[src/rtl/cpu_load_run_ctrl.sv]
// Program loader / run controller: streams loader bytes into program memory
// until a run of all-ones bytes, then runs until the fetched instruction is
// the all-ones halt word.
//
// state | meaning
// ------+-------------------------------------------------------------
// INIT  | one-cycle settle after reset, loader input ignored
// LOAD  | accepting loader bytes, writing them to program memory
// RUN   | program executing, watching IM_inst for the halt word
// DONE  | halt instruction seen, o_is_done held until restart/reset
// OVF   | load ran past the last address, o_error held until restart/reset
module cpu_load_run_ctrl #(
    parameter int DATA_W  = 8,
    parameter int INST_W  = 16,
    parameter int END_CNT = 2,
    parameter int ADDR_W  = 8
) (
    input  logic              clk,
    input  logic              rst,
    input  logic              i_valid,
    input  logic [DATA_W-1:0] i_inst,
    input  logic [INST_W-1:0] IM_inst,
    input  logic              i_restart,
    output logic              inCmd,
    output logic              o_wr_en,
    output logic [ADDR_W-1:0] o_wr_addr,
    output logic [DATA_W-1:0] o_wr_data,
    output logic [ADDR_W:0]   o_load_cnt,
    output logic              o_is_done,
    output logic              o_error
);

    typedef enum logic [2:0] {
        S_INIT = 3'd0,
        S_LOAD = 3'd1,
        S_RUN  = 3'd2,
        S_DONE = 3'd3,
        S_OVF  = 3'd4
    } state_t;

    localparam logic [ADDR_W-1:0] ADDR_ONE = 1;
    localparam logic [ADDR_W:0]   CNT_ONE  = 1;
    localparam logic [3:0]        RUN_END  = 4'(END_CNT);

    state_t            state;
    state_t            state_nxt;
    logic [ADDR_W-1:0] addr;
    logic [3:0]        run_cnt;
    logic              accept;
    logic              clear_load;
    logic              byte_ones;
    logic              term_hit;
    logic              at_top;

    // Next-state decode plus the accept/clear strobes used by the datapath.
    always_comb begin
        state_nxt  = state;
        accept     = 1'b0;
        clear_load = 1'b0;
        byte_ones  = &i_inst;
        // The run counter never exceeds END_CNT-1 while loading, so +1 cannot wrap.
        term_hit   = byte_ones && ((run_cnt + 4'd1) == RUN_END);
        at_top     = &addr;
        case (state)
            S_INIT: state_nxt = S_LOAD;
            S_LOAD: begin
                if (i_valid) begin
                    accept = 1'b1;
                    if (term_hit) begin
                        state_nxt = S_RUN;
                    end else if (at_top) begin
                        state_nxt = S_OVF;
                    end
                end
            end
            S_RUN: begin
                if (i_restart) begin
                    state_nxt  = S_LOAD;
                    clear_load = 1'b1;
                end else if (&IM_inst) begin
                    state_nxt = S_DONE;
                end
            end
            S_DONE, S_OVF: begin
                if (i_restart) begin
                    state_nxt  = S_LOAD;
                    clear_load = 1'b1;
                end
            end
            default: state_nxt = S_INIT;
        endcase
    end

    // State register.
    always_ff @(posedge clk) begin
        if (rst) begin
            state <= S_INIT;
        end else begin
            state <= state_nxt;
        end
    end

    // Load datapath: registered write port, address, byte count and terminator run.
    always_ff @(posedge clk) begin
        if (rst) begin
            o_wr_en    <= 1'b0;
            o_wr_addr  <= '0;
            o_wr_data  <= '0;
            o_load_cnt <= '0;
            addr       <= '0;
            run_cnt    <= '0;
        end else begin
            o_wr_en <= accept;
            if (accept) begin
                o_wr_addr  <= addr;
                o_wr_data  <= i_inst;
                addr       <= addr + ADDR_ONE;
                o_load_cnt <= o_load_cnt + CNT_ONE;
                run_cnt    <= byte_ones ? (run_cnt + 4'd1) : 4'd0;
            end else if (clear_load) begin
                addr       <= '0;
                o_load_cnt <= '0;
                run_cnt    <= '0;
            end
        end
    end

    assign inCmd     = (state != S_RUN) && (state != S_DONE);
    assign o_is_done = (state == S_DONE);
    assign o_error   = (state == S_OVF);

endmodule

[config.mk]
export PLATFORM = sky130hd
export DESIGN_NAME = cpu_load_run_ctrl
export DESIGN_NICKNAME = d
export VERILOG_FILES = /design/src/rtl/cpu_load_run_ctrl.sv
export SDC_FILE = /design/constraint.sdc
export NUM_CORES = 1
export LEC_CHECK = 0
export ABC_AREA = 1
export CAP_MARGIN = 0
export CORE_MARGIN = 4
export CORE_UTILIZATION = 53
export CTS_BUF_LIST = sky130_fd_sc_hd__clkbuf_4
export DETAILED_ROUTE_END_ITERATION = 6
export GPL_TIMING_DRIVEN = 0
export PLACE_DENSITY = 0.95
export REMOVE_ABC_BUFFERS = 1
export SETUP_SLACK_MARGIN = 0.4
export SLEW_MARGIN = 40
export SYNTH_ARGS = -nofsm -noshare
export SYNTH_HDL_FRONTEND = slang
export SYNTH_SLANG_ARGS = --single-unit
[constraint.sdc]
create_clock -name clk -period 4.3 [get_ports clk]
set_input_delay 0.86 -clock clk [delete_from_list [all_inputs] [get_ports clk]]
set_output_delay 0.86 -clock clk [all_outputs]
set_load 0.01 [all_outputs]
==> results of run 1 <==
==> cell type report <==
type	count	area [sq um]	area share, %
multi-input combinational	208	1040	39.7
clock inverter	3	17.5	0.670
clock buffer	5	37.5	1.43
tap	46	57.6	2.20
sequential	41	821	31.4
inverter	22	82.6	3.16
timing repair buffer	56	561	21.4
==> worst min path at each step <==
stage,start,endpoint,depth (start not counted)
2_1_floorplan,run_cnt[3],run_cnt[3],2
6_report,o_load_cnt[8],o_load_cnt[8],2
3_3_place_gp,o_load_cnt[8],o_load_cnt[8],2
5_1_grt,addr[7],o_wr_addr[7],2
3_5_place_dp,o_load_cnt[8],o_load_cnt[8],2
4_1_cts,o_load_cnt[8],o_load_cnt[8],2
==> worst register-to-register path, cell delays in order (launching register included) <==
cell and delay [ns]:
dfxtp_1 0.39, inv_1 0.10, nand3_1 0.14, nor2_4 0.57, a21oi_4 0.24, nand2_1 0.15
a211oi_2 0.07
==> power by group <==
group,switching (mW),internal (mW)
Clock,0.132,0.0620
Combinational,0.253,0.181
Sequential,0.0423,0.435
Total,0.427,0.678
==> per-layer routing <==
metal  track usage [%]  vias to the layer above  part of all wire (%)
met5                 0                        -                     0
met4              6.72                        0                   1.3
met3              6.96                        7                   6.0
met2              32.3                       43                    47
met1              21.9                      880                    45
li1                  -                     1023                     -
==> sequential cells by signal, indices dropped and copies added, names as in the netlist <==
register	cells
state	3
o_wr_data	8
o_load_cnt	9
run_cnt	4
o_wr_en	1
addr	8
o_wr_addr	8
==> stage by stage <==
stage / setup slack [ns] / cell area, sq um / hold slack, ns / util (%)
2_1_floorplan: 2.52 / 1940 / 0.452 / -
3_3_place_gp: 1.47 / 2560 / 0.463 / 73.8
3_5_place_dp: 1.44 / 2560 / 0.474 / 73.8
4_1_cts: 1.81 / 2620 / 0.492 / 75.4
5_1_grt: 1.65 / 2620 / 0.513 / 75.4
6_report: 1.81 / 2620 / 0.489 / 75.4
==> logic make-up after synthesis <==
| family | after synthesis |
|---|---|
| flops | 41 |
| buf+inv | 31 |
| fa+ha+maj | 4 |
| compound gates | 55 |
| simple gates | 149 |
==> cell usage in the layout (no fill, tap or decap) <==
| cell type | n |
|---|---|
| clkinv_4 | 1 |
| inv_2 | 1 |
| nor4_1 | 1 |
| inv_1 | 21 |
| clkinv_2 | 1 |
| a211oi_1 | 1 |
| nand3b_1 | 1 |
| clkdlybuf4s50_1 | 56 |
| o21ai_1 | 2 |
| a211oi_2 | 3 |
| o21ai_0 | 23 |
| clkbuf_4 | 5 |
| nand4_1 | 4 |
| nand2_2 | 10 |
| nor3_2 | 2 |
| nand3_1 | 16 |
| a21oi_1 | 16 |
| nor2_1 | 48 |
| clkinv_1 | 1 |
| dfxtp_1 | 41 |
| nor2_4 | 1 |
| nand2_1 | 63 |
| nor3_1 | 2 |
| o21bai_1 | 1 |
| a21oi_4 | 1 |
| nor2_2 | 1 |
| ha_1 | 4 |
| a21oi_2 | 8 |
==> key figures, run 1 <==
CTS
  – CTS Root Cell: clkbuf_4
  – Clk slew on worst S/H paths: around 0.13 ns
  – TritonCTS clock tree: yes
  – Post_cts resized: 0
  – CTS buffer count: 5
  – H-Tree Level Count: 2
  – Clock Tree Buf Depth: 2
  – Clk_lat worst skew: about 0.36 ns
  – # hold bufs at CTS: 0
  – Setup bufs post-CTS: 0
  – # clock sinks: 41

Floorplanning
  – Chip height: around 69 microns
  – IO Pins: between 50 and 60
  – Die ar.: approximately 4800 sq um
  – Initial Utilization: 57.4%
  – Die Wd: ~69 microns
  – Total core area: around 3500 sq um
  – Site row count: 21

Worst setup path
  – Critical Path End: addr[2]
  – FF-to-FF Start: state[1]
  – Worst-path fanout max: 26
  – Req. time, crit path: approximately 4.6 ns
  – Crit path launch type: input pin
  – CP top delay family: buffers and inverters
  – Type of destination of the critical path: flop
  – WS Path Type: in2reg
  – CP Buf/Inv Count: 2
  – Reg2Reg Setup Slack: between 2 and 3 ns
  – Worst r2r dst: addr[5]
  – CP max-delay cell: clkdlybuf4s50_1
  – Stages on worst setup path: 4
  – Critical Path, Cell by Cell: clkdlybuf4s50_1 > inv_1 > o21ai_0 > a21oi_2
  – Critical Path Max Stage Delay: about 0.81 ns
  – Crit path DAT: ~2.8 ns
  – R2r worst-path depth: 6
  – Launch point of the worst path: rst

Min path
  – Worst hold path type: reg2reg

Timing
  – FMAX: 0.402 GHz
  – RSZ-0062 raised after global routing: false
  – Slew @ Worst Pin: 0.799 ns
  – Worst Skew: approximately 0.0083 ns
  – Max-slew violation count: 0
  – Final hold violation count: 0
  – Setup violators final: 0
  – Total Negative Setup Slacks: 0 ns
  – Final Cycle Share: between 50% and 60%
  – Max_slew headroom: between 40% and 50%
  – Crit path time final: 2.49 ns

Synthesis
  – Complex-gate fraction of the synthesized area: about 17%
  – Synth area leaders: dfxtp_1 41%, nand2_1 12%, nor2_1 9.1%, o21ai_0 5.8%, a21oi_1 4.0%
  – Mapped Area: a little under 2000 sq um
  – Fraction of registers with async set/reset: 0%
  – Yosys top cell area share: 41.3%
  – Sequential area share after synthesis: 41.3%
  – Seq cells post-synth: 41
  – Post-synth EDFFs: 0
  – Count leader, synth: nand2_1
  – Post-Synth XOR/XNOR Area: 0%
  – Post-Synth Simple-Gate Area: about a third
  – Synth Instances: 280
  – Yosys top cell by area: dfxtp_1
  – Post-Synth Adder-Cell Area: around 2.5%
  – Mux cell area share after synthesis: 0%
  – Unique masters post-synth: 27
  – Post-synth top cells: 63 x nand2_1, 48 x nor2_1, 41 x dfxtp_1
  – Largest family of logic cells by synthesized area: simple AND/OR/NAND/NOR gates
  – Primary FF master, synth: dfxtp_1
  – Synthesized area per cell: between 7 and 8 sq um
  – YS warnings: 0

Pwr
  – P_leak: 0.993 nW
  – Max IR drop VDD: between 0.0002 and 0.0003 V
  – Pwr Density: roughly 420 nW/um^2
  – Total power: 1.11 mW

Cells and area
  – Area Overhead vs Synth: 31.5%
  – Fillers: between 200 and 300
  – Final net count: roughly 370
  – Inserted Diodes: 0
  – Layout cells sized above 1: 10.1%
  – Final cell count without fillers: 381

Global routing
  – Antenna violations before repair: 0
  – Largest net degree at the start of global routing: 33
  – First-pass GRT wire length: 7640 microns
  – Vias in the first global route: ~1800
  – GRT Util Overall: approximately a fifth
  – Total gr overflow: 0

Route
  – Final ANT Viol Nets: 0
  – Vias: approximately 2000
  – WL per Instance: 11.9 microns
  – Initial drt markers: between 150 and 200
  – Final WL: ~4500 microns
  – Pre-antenna DRT Iters: 5
  – # DRC: 0
  – Vias per cell: about 5.1

Place
  – Count of input and output buffers: between 50 and 60
  – Routability-driven placement congestion ratio: roughly 0.74
  – DP Cell Count: between 300 and 400
  – Detailed placement HPWL: 3270 microns

Outcome
  – Status: complete, no violations

Job
  – Max_cap viols: 0
Power figures use the tool's default switching activity.
==> inputs of run 2 (changes only) <==
- CORE_UTILIZATION: 53 -> 44
- PLACE_DENSITY: 0.95 -> 0.87
- clock period: 4.3 -> 2.04 ns (I/O delays scaled with it)
==> key figures, run 2 (same netlist as run 1, synthesis figures left out) <==
Route
  – Final WL: 5030 microns (was 4540 microns)
  – Initial drt markers: 132 (was 159)
  – Final ANT Viol Nets: 0 (unchanged)
  – # DRC: 0 (unchanged)
  – Vias per cell: 5.16 (was 5.13)
  – Vias: 2057 (was 1953)
  – Pre-antenna DRT Iters: 4 (was 5)
  – WL per Instance: 12.6 microns (was 11.9 microns)

Pwr
  – Total power: 2.48 mW (was 1.11 mW)
  – Max IR drop VDD: 0.000501 V (was 0.000256 V)
  – Switching Share: 39.1% (was 38.7%)
  – Seq pwr share: 40.8% (was 43.2%)
  – Combinational Power Share: 42.1% (was 39.2%)
  – Internal cell power: 1.51 mW (was 0.678 mW)
  – Pwr Density: 903 nW/um^2 (was 422 nW/um^2)
  – Sw power: 0.969 mW (was 0.427 mW)
  – P_leak: 1.18 nW (was 0.993 nW)
  – Clock Power Share: 17.0% (was 17.6%)

Timing
  – Max-slew violation count: 0 (unchanged)
  – Worst Skew: 0.00842 ns (was 0.00827 ns)
  – Final hold violation count: 0 (unchanged)
  – FMAX: 0.631 GHz
  – Final Cycle Share: around 78%
  – Max_slew headroom: 64.1% (was 46.6%)
  – RSZ-0062 raised after global routing: true (was false)
  – Slew @ Worst Pin: 0.538 ns (was 0.799 ns)
  – Total Negative Setup Slacks: 0 ns (unchanged)
  – Crit path time final: between 1.5 and 2 ns
  – Setup violators final: 0 (unchanged)

Worst setup path
  – Reg2Reg Setup Slack: 0.46 ns (was 2.51 ns)
  – Req. time, crit path: 2.29 ns (was 4.61 ns)
  – Type of destination of the critical path: flop (unchanged)
  – CP max-delay cell: clkdlybuf4s50_1 (unchanged)
  – R2r worst-path depth: 8 (was 6)
  – Worst-path fanout max: 13 (was 26)
  – CP Buf/Inv Count: 4 (was 2)
  – WS Path Type: in2reg (unchanged)
  – Critical Path Max Stage Delay: 0.55 ns (was 0.81 ns)
  – Launch point of the worst path: i_valid (was rst)
  – CP top delay family: buffers and inverters (unchanged)
  – Worst r2r dst: run_cnt[1] (was addr[5])
  – Crit path launch type: input pin (unchanged)
  – Crit path DAT: 1.83 ns (was 2.79 ns)
  – FF-to-FF Start: state[2] (was state[1])
  – Critical Path, Cell by Cell: clkdlybuf4s50_1 > inv_1 > nor2_4 > a21oi_4 > buf_12 > buf_4 > nand2_2 > a21oi_2 (was clkdlybuf4s50_1 > inv_1 > o21ai_0 > a21oi_2)

CTS
  – # clock sinks: 41 (unchanged)
  – Clk_lat worst skew: 0.37 ns (was 0.36 ns)
  – Clk slew on worst S/H paths: 0.13 ns (about the same)
  – Clock Tree Buf Depth: 2 (unchanged)
  – # hold bufs at CTS: 0 (unchanged)
  – CTS Root Cell: clkbuf_4 (unchanged)
  – TritonCTS clock tree: yes (unchanged)
  – CTS buffer count: 5 (unchanged)
  – H-Tree Level Count: 2 (unchanged)

Floorplanning
  – Chip height: 75.2 microns (was 69.3 microns)
  – Total core area: 4350 sq um (was 3470 sq um)
  – IO Pins: 57 (unchanged)
  – Die ar.: 5660 sq um (was 4800 sq um)
  – Die Wd: 75.2 microns (was 69.3 microns)
  – Initial Utilization: 45.7% (was 57.4%)
  – Site row count: 24 (was 21)

Min path
  – Worst hold path type: reg2reg (unchanged)
  – Worst min-delay path startpoint: o_load_cnt[0] (was o_load_cnt[8])
  – Hold worst-path end: o_load_cnt[0] (was o_load_cnt[8])
  – Hold Crit Depth: 1 (was 2)

Global routing
  – Largest net degree at the start of global routing: 20 (was 33)
  – First-pass GRT wire length: 8440 microns (was 7640 microns)
  – Vias in the first global route: 1965 (was 1820)
  – Antenna violations before repair: 0 (unchanged)
  – GRT Util Overall: 19.4% (was 19.0%)
  – Total gr overflow: 0 (unchanged)

Cells and area
  – Area Overhead vs Synth: 38.1% (was 31.5%)
  – Post-Layout Inst Area: 2750 sq um (was 2620 sq um)
  – Max reg flops: 9 (unchanged)
  – Final net count: 378 (was 366)
  – Most common cell after layout, fill and taps aside: nand2_1 (unchanged)
  – Inserted Diodes: 0 (unchanged)
  – Layout cells sized above 1: 18.7% (was 10.1%)
  – Highest-count cells in the layout ignoring fill and taps: 63 x nand2_1, 47 x nor2_1, 28 x dfxtp_1 (was 63 x nand2_1, 56 x clkdlybuf4s50_1, 48 x nor2_1)
  – Final cell count without fillers: 399 (was 381)
  – Top reg by flops: o_load_cnt (unchanged)

Place
  – Routability-driven placement congestion ratio: 0.740 (was 0.739)
  – Count of input and output buffers: 56 (unchanged)
  – Cell Area, Placed: 2570 sq um (was 2560 sq um)
  – Detailed placement HPWL: 3300 microns (was 3270 microns)
  – DP Cell Count: 379 (was 373)

Job
  – Max_cap viols: 0 (unchanged)

Outcome
  – Status: complete, no violations (unchanged)
[run 2: changes by cell type in the layout (fill, tap and decap cells not counted), sizes merged]
| cell | before | now |
|---|---|---|
| clkbuf | 5 | 6 |
| inv | 22 | 21 |
| nor2 | 50 | 51 |
| clkdlybuf4s50 | 56 | 26 |
| clkinvlp | 0 | 2 |
| dlygate4sd2 | 0 | 26 |
| buf | 0 | 10 |
| clkdlybuf4s15 | 0 | 3 |
[run 2: through the flow]
stage / hold WS [ns] / setup slack (ns) / util (%)
after floorplan: 0.452 / 0.610 / -
after global placement: 0.464 / -0.371 / 59.0
after detailed placement: 0.478 / -0.409 / 59.0
after CTS: 0.478 / 0.401 / 62.3
after global routing: 0.511 / 0.361 / 63.1
final: 0.470 / 0.456 / 63.1
[run 2: power groups by stage]
stage / clock network [mW] / registers, mW / logic (mW)
floorplan: 0 / 1.05 / 0.504
global placement: 0 / 1.02 / 0.904
detailed placement: 0 / 1.02 / 0.925
CTS: 0.435 / 1.01 / 1.03
global route: 0.466 / 1.03 / 1.18
finish: 0.422 / 1.01 / 1.05
[run 2: layout make-up]
| type | count | area (sq um) |
|---|---|---|
| fillers | 380 | 1610 |
| multi-input cells | 209 | 1070 |
| flip-flops and latches | 41 | 847 |
| repair buffers | 66 | 612 |
| inverters | 22 | 86.3 |
| well taps | 52 | 65.1 |
| clock buffers | 5 | 37.5 |
| clock inverters | 3 | 22.5 |
| repair inverters | 1 | 7.51 |
[run 2: worst register-to-register path, delay by kind of cell (launching register included)]
family	cells	cell delay (ns)
simple gates	3	0.61
flops	1	0.38
buf+inv	3	0.37
compound gates	2	0.10
[run 2: worst max-delay path by stage]
stage,cells after the start,slack [ns],end
after floorplan,6,0.61,addr[5]
after global placement,4,-0.37,o_load_cnt[2]
after detailed placement,4,-0.41,o_load_cnt[8]
after CTS,4,0.40,o_error
after global routing,9,0.36,state[0]
final,8,0.46,run_cnt[1]
[run 2: timing repair]
action,in CTS,in global routing
cloned,2,0
pin swaps,1,1
gates resized for setup,47,13
setup buffers,9,1
setup endpoints to repair,67,25
[run 2: routing by layer]
layer | track usage, % | part of all wire [%] | up-vias
li1 | - | - | 1048
met1 | 23.5 | 42 | 930
met2 | 32.0 | 47 | 71
met3 | 5.74 | 8.8 | 8
met4 | 8.35 | 1.7 | 0
met5 | 0 | 0 | -
==> inputs of run 3 (changes only) <==
- clock period: 2.04 -> 1.3 ns (I/O delays scaled with it)
==> key figures, run 3 (same netlist as run 1, synthesis figures left out) <==
Timing
  – Final Cycle Share: 115%
  – FMAX: 0.667 GHz
  – Max-slew violation count: 0 (unchanged)
  – Max_slew headroom: 58.0% (was 64.1%)
  – Final Hold Slack: 0.175 ns (was 0.470 ns)
  – RSZ-0062 raised after global routing: true (unchanged)
  – Setup violators final: 42 (was 0)
  – Crit path time final: around 1.5 ns
  – Slew @ Worst Pin: 0.629 ns (was 0.538 ns)
  – Final hold violation count: 0 (unchanged)
  – Worst Skew: 0.0202 ns (was 0.00842 ns)
  – Fin worst setup slack: -0.199 ns (was 0.456 ns)

Cells and area
  – Layout cells sized above 1: 60.4% (was 18.7%)
  – Final net count: 433 (was 378)
  – Final cell count without fillers: 454 (was 399)
  – Highest-count cells in the layout ignoring fill and taps: 48 x nand2_1, 43 x buf_4, 40 x buf_6 (was 63 x nand2_1, 47 x nor2_1, 28 x dfxtp_1)
  – Top reg by flops: o_load_cnt (unchanged)
  – Area Overhead vs Synth: 90.9% (was 38.1%)
  – Inserted Diodes: 0 (unchanged)
  – Most common cell after layout, fill and taps aside: nand2_1 (unchanged)
  – Max reg flops: 9 (unchanged)

Floorplanning
  – Chip height: 75.2 microns (unchanged)
  – Total core area: 4350 sq um (unchanged)
  – Die Wd: 75.2 microns (unchanged)
  – IO Pins: 57 (unchanged)
  – Initial Utilization: 45.7% (unchanged)
  – Die ar.: 5660 sq um (unchanged)
  – Site row count: 24 (unchanged)

Route
  – # DRC: 0 (unchanged)
  – Vias: 2643 (was 2057)
  – Initial drt markers: 253 (was 132)
  – Pre-antenna DRT Iters: 5 (was 4)
  – WL per Instance: 20.0 microns (was 12.6 microns)
  – Vias per cell: 5.82 (was 5.16)
  – Final WL: 9060 microns (was 5030 microns)
  – Final ANT Viol Nets: 0 (unchanged)

Place
  – Count of input and output buffers: 56 (unchanged)
  – DP Cell Count: 379 (unchanged)
  – Pre-CTS setup slack: -1.00 ns (was -0.409 ns)
  – Detailed placement HPWL: 3300 microns (unchanged)
  – Routability-driven placement congestion ratio: 0.740 (unchanged)

Global routing
  – First-pass GRT wire length: 10700 microns (was 8440 microns)
  – Vias in the first global route: 2354 (was 1965)
  – Total gr overflow: 0 (unchanged)
  – GRT Util Overall: 25.0% (was 19.4%)
  – Antenna violations before repair: 0 (unchanged)
  – Largest net degree at the start of global routing: 18 (was 20)

Worst setup path
  – CP Buf/Inv Count: 1 (was 4)
  – Crit path launch type: flop (was input pin)
  – Critical Path Max Stage Delay: 0.52 ns (was 0.55 ns)
  – CP max-delay cell: dfxtp_1 (was clkdlybuf4s50_1)
  – Worst-path fanout max: 5 (was 13)
  – Type of destination of the critical path: flop (unchanged)
  – CP dominant cell by count: nor2_1
  – Reg2Reg Setup Slack: -0.20 ns (was 0.46 ns)
  – FF-to-FF Start: addr[4] (was state[2])
  – R2r worst-path depth: 7 (was 8)
  – CP top delay family: simple AND/OR/NAND/NOR gates (was buffers and inverters)
  – WS Path Type: reg2reg (was in2reg)
  – Worst r2r dst: state[0] (was run_cnt[1])
  – Critical Path, Cell by Cell: inv_1 > nor2_4 > nand4_1 > nand3_2 > nand2_4 > nor2_1 > nor2_1 (was clkdlybuf4s50_1 > inv_1 > nor2_4 > a21oi_4 > buf_12 > buf_4 > nand2_2 > a21oi_2)
  – Req. time, crit path: 1.59 ns (was 2.29 ns)
  – Crit path DAT: 1.79 ns (was 1.83 ns)

Min path
  – Hold worst-path end: o_wr_data[3] (was o_load_cnt[0])
  – Hold Crit Depth: 3 (was 1)
  – Worst min-delay path startpoint: i_inst[3] (was o_load_cnt[0])
  – Worst hold path type: in2reg (was reg2reg)

CTS
  – CTS buffer count: 5 (unchanged)
  – H-Tree Level Count: 2 (unchanged)
  – # hold bufs at CTS: 0 (unchanged)
  – Clk_lat worst skew: 0.40 ns (was 0.37 ns)
  – CTS Root Cell: clkbuf_4 (unchanged)
  – TritonCTS clock tree: yes (unchanged)
  – Clock Tree Buf Depth: 2 (unchanged)
  – Clk slew on worst S/H paths: 0.14 ns (was 0.13 ns)
  – # clock sinks: 41 (unchanged)

Outcome
  – Failing checks: negative setup slack
  – Status: complete, but fails checks (was complete, no violations)

Pwr
  – Max IR drop VDD: 0.00124 V (was 0.000501 V)
  – Pwr Density: 1540 nW/um^2 (was 903 nW/um^2)
  – P_leak: 1.54 nW (was 1.18 nW)

Job
  – Max_cap viols: 0 (unchanged)
[run 3: cell types whose count changed in the layout (fill, tap and decap cells not counted), sizes merged]
cell / before / now
buf: 10 / 93
dlygate4sd2: 26 / 0
clkdlybuf4s15: 3 / 0
clkdlybuf4s18: 0 / 1
clkdlybuf4s50: 26 / 25
clkinv: 3 / 4
dlymetal6s2s: 0 / 1
inv: 21 / 20
[run 3: timing repair]
item | in CTS | in global routing
resized for setup | 225 | 117
setup endpoints to repair | 70 | 70
buffers inserted | 33 | 30
pin swaps | 11 | 38
gates cloned | 3 | 1
[run 3: metrics by stage]
step / area, sq um / TNS (ns) / utilization, % / total power, mW
finish: 3800 / -4.41 / 87.2 / 5.84
global route: 3800 / -6.79 / 87.2 / 6.04
CTS: 3170 / -0.762 / 72.8 / 4.48
detailed placement: 2570 / -34.49 / 59.0 / 3.05
global placement: 2570 / -33.73 / 59.0 / 3.01
floorplan: 1940 / -1.12 / - / 2.44
[run 3: where the power goes]
part | leakage (nW) | total (mW) | internal (mW) | switching, mW
registers | 0.352 | 1.73 | 1.49 | 0.248
logic | 1.15 | 3.37 | 1.69 | 1.68
clock network | 0.0352 | 0.730 | 0.215 | 0.515
[run 3: final cells by class]
cell class	instances	area, sq um
multi-input cells	209	1470
repair buffers	121	1200
flip-flops and latches	41	890
fillers	217	557
inverters	22	106
well taps	52	65.1
clock buffers	5	37.5
clock inverters	3	22.5
repair inverters	1	7.51
[run 3: layer usage]
layer | wire (microns) | track usage [%]
met5 | 0 | 0
met1 | 3260 | 26.9
met4 | 561 | 15.3
met3 | 826 | 7.08
met2 | 4420 | 43.1
[run 3: worst max-delay path by stage]
| stage | to | depth (start not counted) | slack (ns) | start |
|---|---|---|---|---|
| 4_1_cts | o_error | 4 | -0.1 | state[0] |
| 3_5_place_dp | o_load_cnt[8] | 4 | -1.00 | rst |
| 2_1_floorplan | addr[5] | 6 | -0.13 | state[1] |
| 3_3_place_gp | o_load_cnt[2] | 4 | -0.96 | rst |
| 5_1_grt | o_load_cnt[7] | 6 | -0.32 | o_load_cnt[1] |
| 6_report | state[0] | 7 | -0.20 | addr[4] |
[run 3: tightest hold or removal path, cell delays in order]
cell and delay, ns:
dlymetal6s2s_1 0.15, nor2_4 0.05, nor2_1 0.08
==> edit, RTL diff (settings of run 3) <==
Remove the register `o_wr_en`: a continuous assignment takes its place, so the output `o_wr_en` follows one clock earlier.
--- a/src/rtl/cpu_load_run_ctrl.sv
+++ b/src/rtl/cpu_load_run_ctrl.sv
@@ -104,5 +104,4 @@
     always_ff @(posedge clk) begin
         if (rst) begin
-            o_wr_en    <= 1'b0;
             o_wr_addr  <= '0;
             o_wr_data  <= '0;
@@ -111,5 +110,4 @@
             run_cnt    <= '0;
         end else begin
-            o_wr_en <= accept;
             if (accept) begin
                 o_wr_addr  <= addr;
@@ -126,4 +124,6 @@
     end
 
+    assign o_wr_en = accept;
+
     assign inCmd     = (state != S_RUN) && (state != S_DONE);
     assign o_is_done = (state == S_DONE);
Function: changed (Yosys sat finds a counterexample within 4 cycles, from zero or initial values and one cycle with rst high).
==> edit against run 3 <==
The run still ends with setup timing left; setup slack worse by 130 ps; area after synthesis up 0.19%; combinational power up 6.5%; sequential cell count down 1; cell area down 2.0%; total power up 1.7%; wire length down 1.8%; maximum frequency down 7.9%; first-iteration DRC count up 6.3%.
==> edit: results (changes against run 3) <==
- Number of buffers created by CTS: 5 (unchanged)
- First-pass iteration count of the detailed router: 5 (unchanged)
- Clk pin slew, worst setup/hold paths: 160 ps (+20 ps)
- Fin worst setup slack: -327 ps (-128 ps)
- Placed instance area: 0.00256 sq mm (-0.15%)
- Largest net degree at the start of global routing: 25 (+7)
- Seq/Total Area, Yosys: 40.2% (-1.1 points)
- Top cells by area, synth: dfxtp_1 40%, nand2_1 11%, nor2_1 8.5%
- Final WL: 8.90 mm (-1.8%)
- H-tree lvl count: 2 (unchanged)
- Synth top cells by count: 57 x nand2_1, 45 x nor2_1, 40 x dfxtp_1
- Antenna violations before repair: 0 (unchanged)
- Worst Max-Slew Pin Slew: 850 ps (+220 ps)
- HPWL after DPL: 3.32 mm (+0.71%)
- Fin Setup TNS: -9370 ps (-4960 ps)
- Post-synthesis xor/xnor area fraction: 0% (unchanged)
- Status: finished with violations
- Largest Register: o_load_cnt
- DR vias: 2581 (-2.3%)
- Complex-gate fraction of the synthesized area: 17.3% (+0.030 points)
- Global-route wire length before repair: 11.6 mm (+9.3%)
- Distinct cell type count after synthesis: 28 (+3.7%)
- Skew final: 37.1 ps (+17.0 ps)
- Main flop type after synthesis: dfxtp_1
- Nets: 425 (-1.8%)
- GP Congestion: 0.776 (+4.9%)
- Setup violators final: 43 (+2.4%)
- Maximum VDD drop: 974 uV (-22%)
- Failing checks: setup timing
- Starting DRC count in detailed routing: 269 (+6.3%)
- Vias in the first global route: 2496 (+6.0%)
- Post-Synth Adder-Cell Area: 2.51% (-0.0047 points)
- LEAKAGE: 0.00150 uW (-2.3%)
- Clk root buf: clkbuf_4
- Critical-path maximum fanout: 4 (-1)
- Overall Global Routing Usage: 27.8% (+2.8 points)
- Crit path DAT: 1950 ps (+160 ps)
- Async SR Flop Fraction: 0% (unchanged)
- Pre-CTS setup slack: -1100 ps (-94.3 ps)
- Layout cell share with drive strength beyond 1: 60.2% (-0.30 points)
- Switching Share: 41.9% (about the same)
- Count of input and output buffers: 56 (unchanged)
- Clock buffer depth: 2 (unchanged)
==> edit: cell types whose count changed in the layout (fill, tap and decap cells not counted), moves of 3 or more <==
cell	change
a21oi_2	+4
buf_4	-4
buf_6	+4
nand2_1	-6
nor2_1	-3
o21ai_0	+6
o21ai_2	-7
==> edit: worst max-delay path, stage by stage (launching register included) <==
cell and delay, ps:
dfxtp_4 410, inv_4 40, buf_6 120, nor3_4 260
nand2_4 160, buf_12 180, nor3_2 140, a21oi_1 80
nor3_1 160
==> edit: layout make-up <==
class | count | area [sq um]
multi-input cells | 207 | 1450
flip-flops and latches | 40 | 865
clock buffers | 7 | 52.6
inverters | 22 | 103
well taps | 52 | 65.1
repair buffers | 116 | 1160
repair inverters | 1 | 11.3
clock inverters | 1 | 8.76
fillers | 229 | 664
==> edit: logic make-up after synthesis <==
group,count (synthesis)
DFF,40
and+or+nand+nor,145
buffers and inverters,31
AOI/OAI and AO/OA,56
adders and majority gates,4
==> edit: power groups by stage <==
| stage | Combinational (uW) | Sequential, uW | Clock (uW) |
|---|---|---|---|
| after global routing | 3790 | 1640 | 750 |
| after CTS | 2810 | 1600 | 677 |
| after detailed placement | 1550 | 1570 | 0 |
| final | 3590 | 1620 | 725 |
| after global placement | 1510 | 1560 | 0 |
| after floorplan | 871 | 1610 | 0 |
==> edit: stage by stage <==
step           std cells  util [%]
2_1_floorplan        267         -
3_3_place_gp         375      58.5
3_5_place_dp         375      58.5
4_1_cts              432      76.7
5_1_grt              446      84.8
6_report             446      84.8
==> edit: repair_timing <==
item,4_1_cts,5_1_grt
gates cloned,5,0
setup endpoints to repair,69,69
pin swaps,14,30
buffers inserted,44,14
endpoints found under the hold margin,0,0
gates resized for setup,261,61
==> edit: path summary, 6_finish.rpt <==
check                                              from                          to  slack [ps]  cells after the start
worst max-delay path              state[0]$_SDFFE_PP0P_        addr[7]$_SDFFE_PP0P_        -330                      8
worst min register to register  run_cnt[1]$_SDFFE_PP0P_     run_cnt[1]$_SDFFE_PP0P_         520                      2
worst max register to register    state[0]$_SDFFE_PP0P_        addr[7]$_SDFFE_PP0P_        -330                      8
worst min-delay path                                rst  o_load_cnt[4]$_SDFFE_PP0P_         320                      2
==> edit: metal layers <==
layer,track usage (%),vias to the layer above,part of all wire (%)
met3,8.97,62,9.0
li1,-,1142,-
met5,0,-,0
met1,29.9,1198,34
met4,21.0,0,8.0
met2,45.2,179,49
